==> src/rtl/apb_rr_master_arbiter.sv <==
// rtl/apb_rr_master_arbiter.sv - round-robin arbiter sharing one APB master port among NUM_REQ requesters
// Wait-state timeout aborts the transfer with rsp_err; all outputs come straight from flops.
module apb_rr_master_arbiter #(
  parameter int NUM_REQ = 2,
  parameter int ADDR_W  = 32,
  parameter int DATA_W  = 32,
  parameter int TIMEOUT = 16
) (
  input  logic                        PCLK,
  input  logic                        PRESET,
  input  logic [NUM_REQ-1:0]          req_valid,
  input  logic [NUM_REQ-1:0]          req_write,
  input  logic [NUM_REQ*ADDR_W-1:0]   req_addr,
  input  logic [NUM_REQ*DATA_W-1:0]   req_wdata,
  output logic [NUM_REQ-1:0]          req_ready,
  output logic [NUM_REQ-1:0]          rsp_valid,
  output logic [DATA_W-1:0]           rsp_rdata,
  output logic                        rsp_err,
  output logic                        PSEL,
  output logic                        PENABLE,
  output logic                        PWRITE,
  output logic [ADDR_W-1:0]           PADDR,
  output logic [DATA_W-1:0]           PWDATA,
  input  logic [DATA_W-1:0]           PRDATA,
  input  logic                        PREADY,
  input  logic                        PSLVERR
);

  localparam int IDX_W = (NUM_REQ > 1) ? $clog2(NUM_REQ) : 1;
  localparam int CNT_W = (TIMEOUT > 1) ? $clog2(TIMEOUT) : 1;
  localparam logic [CNT_W-1:0] CNT_LAST = (TIMEOUT > 0) ? CNT_W'(TIMEOUT - 1) : '0;
  localparam logic [IDX_W-1:0] LAST_RST = IDX_W'(NUM_REQ - 1);

  typedef enum logic [1:0] {
    ST_IDLE,
    ST_SETUP,
    ST_ACCESS
  } state_e;

  state_e              state_q, state_d;
  logic [IDX_W-1:0]    last_grant_q, last_grant_d;
  logic [CNT_W-1:0]    wait_cnt_q, wait_cnt_d;
  logic [NUM_REQ-1:0]  req_ready_q, req_ready_d;
  logic [NUM_REQ-1:0]  rsp_valid_q, rsp_valid_d;
  logic [DATA_W-1:0]   rsp_rdata_q, rsp_rdata_d;
  logic                rsp_err_q, rsp_err_d;
  logic                psel_q, psel_d;
  logic                penable_q, penable_d;
  logic                pwrite_q, pwrite_d;
  logic [ADDR_W-1:0]   paddr_q, paddr_d;
  logic [DATA_W-1:0]   pwdata_q, pwdata_d;

  logic                grant_found;
  logic [IDX_W-1:0]    grant_idx;
  logic [IDX_W-1:0]    cand_idx;
  logic                timeout_hit;

  // Search starts one past the last grantee so every requester gets a turn.
  always_comb begin
    grant_found = 1'b0;
    grant_idx   = '0;
    cand_idx    = '0;
    for (int k = 1; k <= NUM_REQ; k++) begin
      cand_idx = IDX_W'((int'(last_grant_q) + k) % NUM_REQ);
      if (!grant_found && req_valid[cand_idx]) begin
        grant_found = 1'b1;
        grant_idx   = cand_idx;
      end
    end
  end

  assign timeout_hit = (TIMEOUT > 0) && (wait_cnt_q == CNT_LAST);

  always_comb begin
    state_d      = state_q;
    last_grant_d = last_grant_q;
    wait_cnt_d   = wait_cnt_q;
    req_ready_d  = '0;
    rsp_valid_d  = '0;
    rsp_rdata_d  = rsp_rdata_q;
    rsp_err_d    = rsp_err_q;
    psel_d       = psel_q;
    penable_d    = penable_q;
    pwrite_d     = pwrite_q;
    paddr_d      = paddr_q;
    pwdata_d     = pwdata_q;

    case (state_q)
      ST_IDLE: begin
        if (grant_found) begin
          req_ready_d[grant_idx] = 1'b1;
          paddr_d      = req_addr[int'(grant_idx)*ADDR_W +: ADDR_W];
          pwdata_d     = req_wdata[int'(grant_idx)*DATA_W +: DATA_W];
          pwrite_d     = req_write[grant_idx];
          psel_d       = 1'b1;
          penable_d    = 1'b0;
          last_grant_d = grant_idx;
          wait_cnt_d   = '0;
          state_d      = ST_SETUP;
        end
      end

      ST_SETUP: begin
        penable_d = 1'b1;
        state_d   = ST_ACCESS;
      end

      ST_ACCESS: begin
        if (PREADY) begin
          psel_d                    = 1'b0;
          penable_d                 = 1'b0;
          rsp_valid_d[last_grant_q] = 1'b1;
          rsp_rdata_d               = pwrite_q ? '0 : PRDATA;
          rsp_err_d                 = PSLVERR;
          state_d                   = ST_IDLE;
        end else if (timeout_hit) begin
          psel_d                    = 1'b0;
          penable_d                 = 1'b0;
          rsp_valid_d[last_grant_q] = 1'b1;
          rsp_rdata_d               = '0;
          rsp_err_d                 = 1'b1;
          state_d                   = ST_IDLE;
        end else begin
          wait_cnt_d = wait_cnt_q + CNT_W'(1);
        end
      end

      default: begin
        state_d = ST_IDLE;
      end
    endcase
  end

  always_ff @(posedge PCLK) begin
    if (PRESET) begin
      state_q      <= ST_IDLE;
      last_grant_q <= LAST_RST;
      wait_cnt_q   <= '0;
      req_ready_q  <= '0;
      rsp_valid_q  <= '0;
      rsp_rdata_q  <= '0;
      rsp_err_q    <= 1'b0;
      psel_q       <= 1'b0;
      penable_q    <= 1'b0;
      pwrite_q     <= 1'b0;
      paddr_q      <= '0;
      pwdata_q     <= '0;
    end else begin
      state_q      <= state_d;
      last_grant_q <= last_grant_d;
      wait_cnt_q   <= wait_cnt_d;
      req_ready_q  <= req_ready_d;
      rsp_valid_q  <= rsp_valid_d;
      rsp_rdata_q  <= rsp_rdata_d;
      rsp_err_q    <= rsp_err_d;
      psel_q       <= psel_d;
      penable_q    <= penable_d;
      pwrite_q     <= pwrite_d;
      paddr_q      <= paddr_d;
      pwdata_q     <= pwdata_d;
    end
  end

  assign req_ready = req_ready_q;
  assign rsp_valid = rsp_valid_q;
  assign rsp_rdata = rsp_rdata_q;
  assign rsp_err   = rsp_err_q;
  assign PSEL      = psel_q;
  assign PENABLE   = penable_q;
  assign PWRITE    = pwrite_q;
  assign PADDR     = paddr_q;
  assign PWDATA    = pwdata_q;

endmodule

==> config.mk <==
export PLATFORM = sky130hd
export DESIGN_NAME = apb_rr_master_arbiter
export DESIGN_NICKNAME = d
export VERILOG_FILES = /design/src/rtl/apb_rr_master_arbiter.sv
export SDC_FILE = /design/constraint.sdc
export NUM_CORES = 1
export LEC_CHECK = 0
export ABC_AREA = 1
export ABC_CLOCK_PERIOD_IN_PS = 3100
export CORE_MARGIN = 2
export CORE_UTILIZATION = 40
export DETAILED_ROUTE_END_ITERATION = 12
export PLACE_DENSITY = 0.86
export SETUP_SLACK_MARGIN = 0.2
export SYNTH_ARGS = -nofsm -noshare
export SYNTH_HDL_FRONTEND = slang
export SYNTH_SLANG_ARGS = --single-unit
export TNS_END_PERCENT = 50
==> constraint.sdc <==
create_clock -name PCLK -period 3.1 [get_ports PCLK]
set_input_delay 0.62 -clock PCLK [delete_from_list [all_inputs] [get_ports PCLK]]
set_output_delay 0.62 -clock PCLK [all_outputs]
set_load 0.05 [all_outputs]
After elaboration in Yosys (flattened, before gate mapping)
Index checks and enable logic that the tools add are counted.

cells by class
  $add $sub $neg = 3
  multipliers = 0
  div/mod/pow operators = 0
  order comparisons = 6
  equal/unequal tests = 7
  shift-type cells = 2
  mux-type cells = 35
  bitwise gates (word level) = 3
  reduce and logical (&&, ||, !) cells = 16

operators with widths
  cell                   number
  $shiftx A64 B7 Y32     2
  $mux W32               3
  $mux W1                18
  $mux W4                3
  $mux W2                5
  $lt A1 B2 Y1 const B   4
  $pmux W4 S2            1
  $ne A2 B2 Y1 const B   3
  $pmux W2 S3            1
  $reduce_and A2 Y1      3
  $reduce_and A3 Y1      2
  $add A4 B1 Y4 const B  1
  $eq A4 B4 Y1 const B   1
  $reduce_and A4 Y1      1
  $reduce_bool A2 Y1     2
  $logic_and A1 B1 Y1    3
  $ne A3 B3 Y1 const B   1
  $not A1 Y1             3
  $pmux W1 S3            1
  $reduce_bool A3 Y1     1
  $reduce_or A3 Y1       1
  $add A1 B1 Y1 const B  2
  $demux W1 S1           2
  $eq A2 B1 Y1 const B   1
  6 further kinds        7

storage, ports and cells
  register bits after elaboration = 111
  latch bits = 0
  RAM bits = 0
  memory bits (read-only) = 0
  output and inout bits = 104
  word-level logic and storage cells = 84
  memories kept = 0

Longest topological paths before layout
Gate-level depths: netlist (run 1).

  depth after elaboration = 11
  gate-level depth with buffers = 9
  gate-level depth less buffers = 7

Worst setup path before layout (run 1)
OpenSTA, ideal clock, no wires.

  path type = input to register
  start = input port req_valid[0]
  end = register paddr_q[0] (netlist: PADDR[0])
  setup time = 58 ps
  arrival = 1414 ps
  data required time = 3042 ps
  slack = 1627 ps
  stages on the path = 7
  path buffers = 2
  cell sequence = o21ai_4 -> inv_2 -> nor2_2 -> buf_4 -> buf_4 -> nand2_1 -> nand2_1

on the way
  word-level cells in the longest chain between the ends = 7
  elaborated cells between the ends (all ways) = 12
  classes of those cells = 1 x shift; 8 x mux; 3 x reduce/logical

RTL lines
  what                                                            line  text
  start: declaration                                              11    input logic [NUM_REQ-1:0] req_valid,
  $mux W1 (not written as such) (2 in series)                     65    if (!grant_found && req_valid[cand_idx]) begin
  $mux W1                                                         65
  $logic_not A1 Y1                                                65
  $logic_and A1 B1 Y1                                             65
  $mux W1                                                         65
  $shiftx A64 B7 Y32 / $reduce_and A2 Y1 (equally long branches)  --
  end signal: assignment                                          159   paddr_q <= paddr_d;
  end: declaration                                                50    logic [ADDR_W-1:0] paddr_q, paddr_d;

Parallel ways exist; a longest one is shown, timed or not. The select of a mux whose other input is x is not followed.
A chain may end at the register's enable or synchronous reset.

Worst setup path after layout (run 1)
  start = register pwrite_q (netlist: PWRITE)
  end = output port PWRITE

RTL lines
  what                      line  text
  start: declaration        49    logic pwrite_q, pwrite_d;
  start signal: assignment  158   pwrite_q <= pwrite_d;
  end: declaration          21    output logic PWRITE,

No word-level cell between the ends.

==> Flow_metrics.wiki, run 1 <==
{| class="wikitable"
! Metric !! Value
|-
| Status || completed
|-
| GRT Resource Usage Total || 0.223
|-
| Number of antenna violations at the first check in global routing || 0
|-
| Number of remaining DRC errors || 0
|-
| Path category of the worst min-delay check || reg -> reg
|-
| Hold-fix buffer count after cts || 0
|-
| Setup-failing EPs final || 0
|-
| CTS buffer count || 9
|-
| Post-DP HPWL || between 10,000 and 15,000 um
|-
| Critical path, cell by cell || clkdlybuf4s50_1
|-
| Synth Warn # || 0
|-
| Number of distinct library cells after synthesis || 20
|-
| Number of levels the H-tree was split into || 3
|-
| Routed length per instance || approximately 14 um
|-
| RSZ-0062 raised after global routing || no
|-
| Vias in the first global route || between 4,000 and 5,000
|-
| Flop pwr share || 0.414
|-
| CP delay by family, top || buffers and inverters
|-
| Number of hold violations in the final report || 0
|-
| Final setup skew || approximately 0.012 ns
|-
| Post-synthesis to final-layout area growth || 67.9%
|-
| Most common cell after layout, fill and taps aside || nand2_1
|-
| Post-synthesis register bit count || 111
|-
| I/O pin total || between 200 and 300
|-
| Worst hold slack across all endpoints || about 0.45 ns
|-
| TritonRoute pass-1 iters || 5
|-
| Average size of a mapped cell || around 7 sq um
|-
| Cell internal pwr || between 2 and 3 mW
|-
| Routed wire length on met3 || between 1000 and 1500 um
|-
| Count of buffers inserted at the top-level ports || ~270
|-
| Slew @ Worst Pin || between 0.5 and 0.6 ns
|-
| Largest stage delay, worst path || between 0.8 and 0.9 ns
|-
| Post-Place Worst Slack || 0.903 ns
|-
| Overall die height || between 100 and 150 um
|-
| Detailed-route wire length || 14,100 um
|-
| Logic pwr share || 0.292
|-
| Maxcap violations || 0
|-
| Category of the worst setup path capture point || primary output
|-
| Setup tns final || 0 ns
|-
| Antenna cells || 0
|-
| Maximum fanout along the worst path || 3
|-
| Worst Setup Slack, final || 0.897 ns
|-
| Clock latency on the worst-skew pair || ~0.34 ns
|-
| Final critical delay including setup and external delays || 2.20 ns
|-
| Global placer's final weighted congestion || between 0.7 and 0.8
|-
| Highest routed layer || met4
|-
| Post-synthesis sequential area ratio || 0.492
|-
| Bufs and invs on worst path || 1
|-
| First-pass GRT wire length || around 21,000 um
|-
| Placed cell count || around 1,000
|-
| Synth Net Count || slightly above 800
|-
| Power per cell area || approximately 510 mW/mm^2
|-
| Via density per instance || 4.80
|-
| CTS Sinks || 111
|-
| Number of buffers added for setup after CTS || 0
|-
| Data required time at the worst endpoint || around 2.5 ns
|-
| Core region area || between 0.01 and 0.015 sq mm
|-
| Die area || about 0.012 sq mm
|-
| Num rows || 38
|-
| Most frequent cells in the layout || nand2_1, clkdlybuf4s50_1, dfxtp_1
|-
| Violation count after the first detailed-routing iteration || about 270
|-
| Leakage power summed over all cells || about 3.2 nW
|-
| Number of cells produced by synthesis || between 600 and 700
|-
| Final global-route overflow total || 0
|-
| Number of nets still failing antenna checks after routing || 0
|-
| Number of gates given a new drive strength after cts || 0
|-
| Total power draw || 3.88 mW
|-
| Starting utilization of the core area || 0.413
|-
| Final layout net count || ~1,100
|-
| Register-to-register path setup slack || approximately 1.3 ns
|-
| Type of the worst setup path || reg -> out
|-
| Clock root buffer || clkbuf_16
|-
| Clock slew at reported path FFs || roughly 0.080 ns
|-
| Final worst path period share || 0.711
|-
| Slew Limit Headroom || 0.626
|-
| Total number of vias || between 4,000 and 5,000
|-
| Mapped cell area || between 0.004 and 0.005 sq mm
|-
| Number of buffers on the longest clock path || 2
|-
| Type of element launching the critical path || flip-flop
|-
| IR Drop Worst-Case VDD || between 0.0003 and 0.0004 V
|-
| Switching share of total power || 0.333
|-
| Die Span X || about 110 um
|-
| Non-filler cells, final || approximately 1,000
|-
| Amount of wire on met2 after detailed routing || 6840 um
|-
| Met1 layer wirelength in the final routing || 5660 um
|-
| Worst Path Arrival || about 1.6 ns
|-
| Share of final-layout standard cells stronger than drive strength 1 || 0.0400
|-
| TritonCTS clock tree || built
|-
| Part of the power in the clock network || 0.294
|-
| Top achievable clock speed || ~0.45 GHz
|-
| Reported net switching power || about 1.3 mW
|-
| Library cell contributing the largest single delay on the critical path || clkdlybuf4s50_1
|-
| Pin count of the biggest net entering global routing || 64
|-
| Count of pins over their slew limit || 0
|}
==> sequential cells by signal, indices dropped and copies added (netlist names) <==
signal / cells
PADDR: 32
PWDATA: 32
rsp_rdata: 32
wait_cnt_q: 4
req_ready: 2
rsp_valid: 2
state_q: 2
PENABLE: 1
PSEL: 1
PWRITE: 1
last_grant_q: 1
rsp_err: 1
==> worst register-to-register path, delay by kind of cell, from the launching register on <==
family | cells | cell delay [ns]
compound gates | 1 | 0.15
simple gates | 4 | 0.66
flops | 1 | 0.34
buf+inv | 1 | 0.33
fa+ha+maj | 1 | 0.23
==> per-stage QoR <==
stage,utilization,instance area [sq um]
floorplan,-,4520
global placement,0.667,7290
detailed placement,0.667,7290
CTS,0.694,7590
global route,0.694,7590
finish,0.694,7590
==> power groups by stage <==
stage	Sequential, mW	Clock (mW)	Combinational (mW)
after floorplan	2.00	0	0.283
after global placement	1.63	0	1.13
after detailed placement	1.64	0	1.14
after CTS	1.61	1.17	1.14
after global routing	1.62	1.24	1.21
final	1.61	1.14	1.13
==> logic make-up (layout without fill, tap and decap cells) <==
kind of cell    after synthesis  count (layout)  synth area share
buf+inv                      52             309            0.0628
flops                       111             111             0.492
compound gates               42              42            0.0501
fa+ha+maj                     1               1           0.00277
simple gates                436             436             0.393
==> synthesized netlist by cell type <==
library cell  instances  share of area
buf_6                 3         0.0075
o21bai_1              1         0.0017
nor2_2                4         0.0055
nand4_1               1         0.0014
inv_1                 9         0.0075
o21ai_4               1         0.0036
buf_2                20          0.022
ha_1                  1         0.0028
o211ai_1              1         0.0017
nand3_1              94           0.10
clkbuf_1              5         0.0042
nor3_1                1         0.0011
nor2_1                9         0.0075
buf_1                 2         0.0017
buf_4                11          0.018
dfxtp_1             111           0.49
nand2_1             326           0.27
nor2_4                1         0.0025
a21oi_1              39          0.043
inv_2                 2         0.0017
==> per-layer routing <==
metal	up-vias	track usage
met5	-	0
met1	2230	0.259
met2	208	0.391
met4	0	0.0536
met3	15	0.0794
li1	2533	-
==> worst paths after layout <==
path | startpoint | endpoint | cells after the start
worst min-delay path | PWDATA[1] | PWDATA[1] | 2
worst max register to register | wait_cnt_q[0] | rsp_rdata[7] | 7
worst min register to register | PWDATA[1] | PWDATA[1] | 2
worst max-delay path | PWRITE | PWRITE | 1
==> layout make-up <==
type / count / area (sq um)
Clock buffer: 10 / 239
Clock inverter: 6 / 57.6
Fill cell: 959 / 3350
Inverter: 11 / 41.3
Multi-Input combinational cell: 479 / 2020
Sequential cell: 111 / 2220
Tap cell: 140 / 175
Timing Repair Buffer: 282 / 2830
Power figures use the tool's default switching activity.
==> run 2: changes to the inputs <==
--- a/config.mk
+++ b/config.mk
@@ -6,11 +6,11 @@
 export NUM_CORES = 1
 export LEC_CHECK = 0
 export ABC_AREA = 1
-export ABC_CLOCK_PERIOD_IN_PS = 3100
+export ABC_CLOCK_PERIOD_IN_PS = 1900
 export CORE_MARGIN = 2
-export CORE_UTILIZATION = 40
+export CORE_UTILIZATION = 34
 export DETAILED_ROUTE_END_ITERATION = 12
-export PLACE_DENSITY = 0.86
+export PLACE_DENSITY = 0.78
 export SETUP_SLACK_MARGIN = 0.2
 export SYNTH_ARGS = -nofsm -noshare
 export SYNTH_HDL_FRONTEND = slang
==> constraint.sdc (replaced) <==
create_clock -name PCLK -period 1.9 [get_ports PCLK]
set_input_delay 0.38 -clock PCLK [delete_from_list [all_inputs] [get_ports PCLK]]
set_output_delay 0.38 -clock PCLK [all_outputs]
set_load 0.05 [all_outputs]
==> Flow_metrics.wiki, run 2 (synthesized netlist as in run 1, its figures left out) <==
{| class="wikitable"
! Metric !! Value
|-
| Number of fill cells in the layout || approximately 1,200
|-
| Detailed-route wire length || approximately 14,000 um
|-
| Number of hold violations in the final report || 0
|-
| GRT Resource Usage Total || 0.196
|-
| Post-synthesis to final-layout area growth || 69.9%
|-
| Data required time at the worst endpoint || 1.52 ns
|-
| Core region area || 0.0131 sq mm
|-
| Share of final-layout standard cells stronger than drive strength 1 || 0.0852
|-
| TritonRoute pass-1 iters || 5
|-
| Number of antenna violations at the first check in global routing || 0
|-
| Largest stage delay, worst path || 0.81 ns
|-
| Post-DP HPWL || a little over 10,000 um
|-
| Maximum fanout along the worst path || 2
|-
| Non-filler cells, final || 1,080
|-
| RSZ-0062 raised after global routing || yes
|-
| Maxcap violations || 0
|-
| Number of nets still failing antenna checks after routing || 0
|-
| Final layout net count || 1,068
|-
| Critical path, cell by cell || clkdlybuf4s50_1
|-
| Final worst path period share || 0.983
|-
| CTS buffer count || 9
|-
| Total number of vias || between 5,000 and 6,000
|-
| Number of buffers on the longest clock path || 2
|-
| First-pass GRT wire length || about 23,000 um
|-
| Top achievable clock speed || about 0.54 GHz
|-
| Die Span X || ~120 um
|-
| Overall die height || roughly 120 um
|-
| Path category of the worst min-delay check || reg -> reg
|-
| TritonCTS clock tree || built
|-
| Worst Setup Slack, final || approximately 0.032 ns
|-
| Final critical delay including setup and external delays || around 1.9 ns
|-
| Slew @ Worst Pin || 0.524 ns
|-
| Vias in the first global route || ~4,700
|-
| Global placer's final weighted congestion || 0.776
|-
| Category of the worst setup path capture point || primary output
|-
| Status || completed
|-
| Pin count of the biggest net entering global routing || 67
|-
| Final Core Density || 0.585
|-
| Clock root buffer || clkbuf_16
|-
| Most common cell after layout, fill and taps aside || nand2_1
|-
| Violation count after the first detailed-routing iteration || a little under 200
|-
| Leakage power summed over all cells || 3.72 nW
|-
| Type of element launching the critical path || flip-flop
|-
| Post-Place Worst Slack || about 0.11 ns
|-
| CP delay by family, top || buffers and inverters
|-
| Clock latency on the worst-skew pair || about 0.35 ns
|-
| Most frequent cells in the layout || nand2_1, clkdlybuf4s50_1, dfxtp_1
|-
| Final setup skew || approximately 0.0066 ns
|-
| Starting utilization of the core area || 0.344
|-
| Type of the worst setup path || reg -> out
|-
| Placed cell count || approximately 1,100
|-
| Slew Limit Headroom || 0.650
|-
| Die area || 0.0142 sq mm
|-
| I/O pin total || 272
|-
| Routed length per instance || approximately 13 um
|-
| Power per cell area || ~840 mW/mm^2
|-
| Worst Path Arrival || around 1.5 ns
|-
| Hold-fix buffer count after cts || 0
|-
| IR Drop Worst-Case VDD || between 0.0005 and 0.0006 V
|-
| Count of buffers inserted at the top-level ports || 271
|-
| Number of remaining DRC errors || 0
|-
| Setup tns final || 0 ns
|-
| Count of pins over their slew limit || 0
|-
| Antenna cells || 0
|-
| Bufs and invs on worst path || 1
|-
| CTS Sinks || around 110
|-
| Number of levels the H-tree was split into || 3
|-
| Library cell contributing the largest single delay on the critical path || clkdlybuf4s50_1
|-
| Clock slew at reported path FFs || about 0.07 ns
|-
| Setup-failing EPs final || 0
|-
| Via density per instance || about 4.6
|-
| Final global-route overflow total || 0
|-
| Num rows || 42
|}
[run 2: path summary, 6_finish.rpt]
path | start | end | slack (ns) | depth (start not counted)
setup / recovery | rsp_rdata[30] | rsp_rdata[30] | 0.03 | 1
hold / removal | PWDATA[8] | PWDATA[8] | 0.44 | 2
setup reg to reg | wait_cnt_q[0] | rsp_err | 0.52 | 8
hold reg to reg | PWDATA[8] | PWDATA[8] | 0.44 | 2
[run 2: cell type report]
cell class / count / area, sq um / share of cell area
flip-flops and latches: 111 / 2220 / 0.289
inverters: 11 / 41.3 / 0.00538
clock inverters: 5 / 81.3 / 0.0106
well taps: 176 / 220 / 0.0287
clock buffers: 11 / 233 / 0.0303
repair buffers: 287 / 2860 / 0.373
multi-input cells: 479 / 2020 / 0.263
[run 2: per-stage QoR]
stage / cell area (sq um) / hold WS [ns] / total power [mW]
2_1_floorplan: 4520 / 0.412 / 3.72
3_3_place_gp: 7370 / 0.427 / 4.55
3_5_place_dp: 7370 / 0.432 / 4.56
4_1_cts: 7640 / 0.448 / 6.55
5_1_grt: 7680 / 0.465 / 6.77
6_report: 7680 / 0.441 / 6.46
[run 2: where the power goes]
| group | switching [mW] | leakage (nW) | internal [mW] |
|---|---|---|---|
| combinational | 1.11 | 2.66 | 0.721 |
| clock | 0.852 | 0.150 | 1.16 |
| sequential | 0.107 | 0.909 | 2.51 |
| total | 2.07 | 3.72 | 4.40 |
[run 2: timing repair]
action | in CTS | in global routing
gates resized for setup | 33 | 16
setup endpoints to repair | 66 | 33
hold endpoints to repair | 0 | 0
gates cloned | 0 | 0
setup buffers | 0 | 0
[run 2: per-layer routing]
layer | vias up | wire, um | global-route usage
li1 | 2545 | - | -
met1 | 2247 | 6080 | 0.231
met2 | 195 | 6830 | 0.339
met3 | 17 | 1150 | 0.0551
met4 | 0 | 245 | 0.0699
met5 | - | 0 | 0
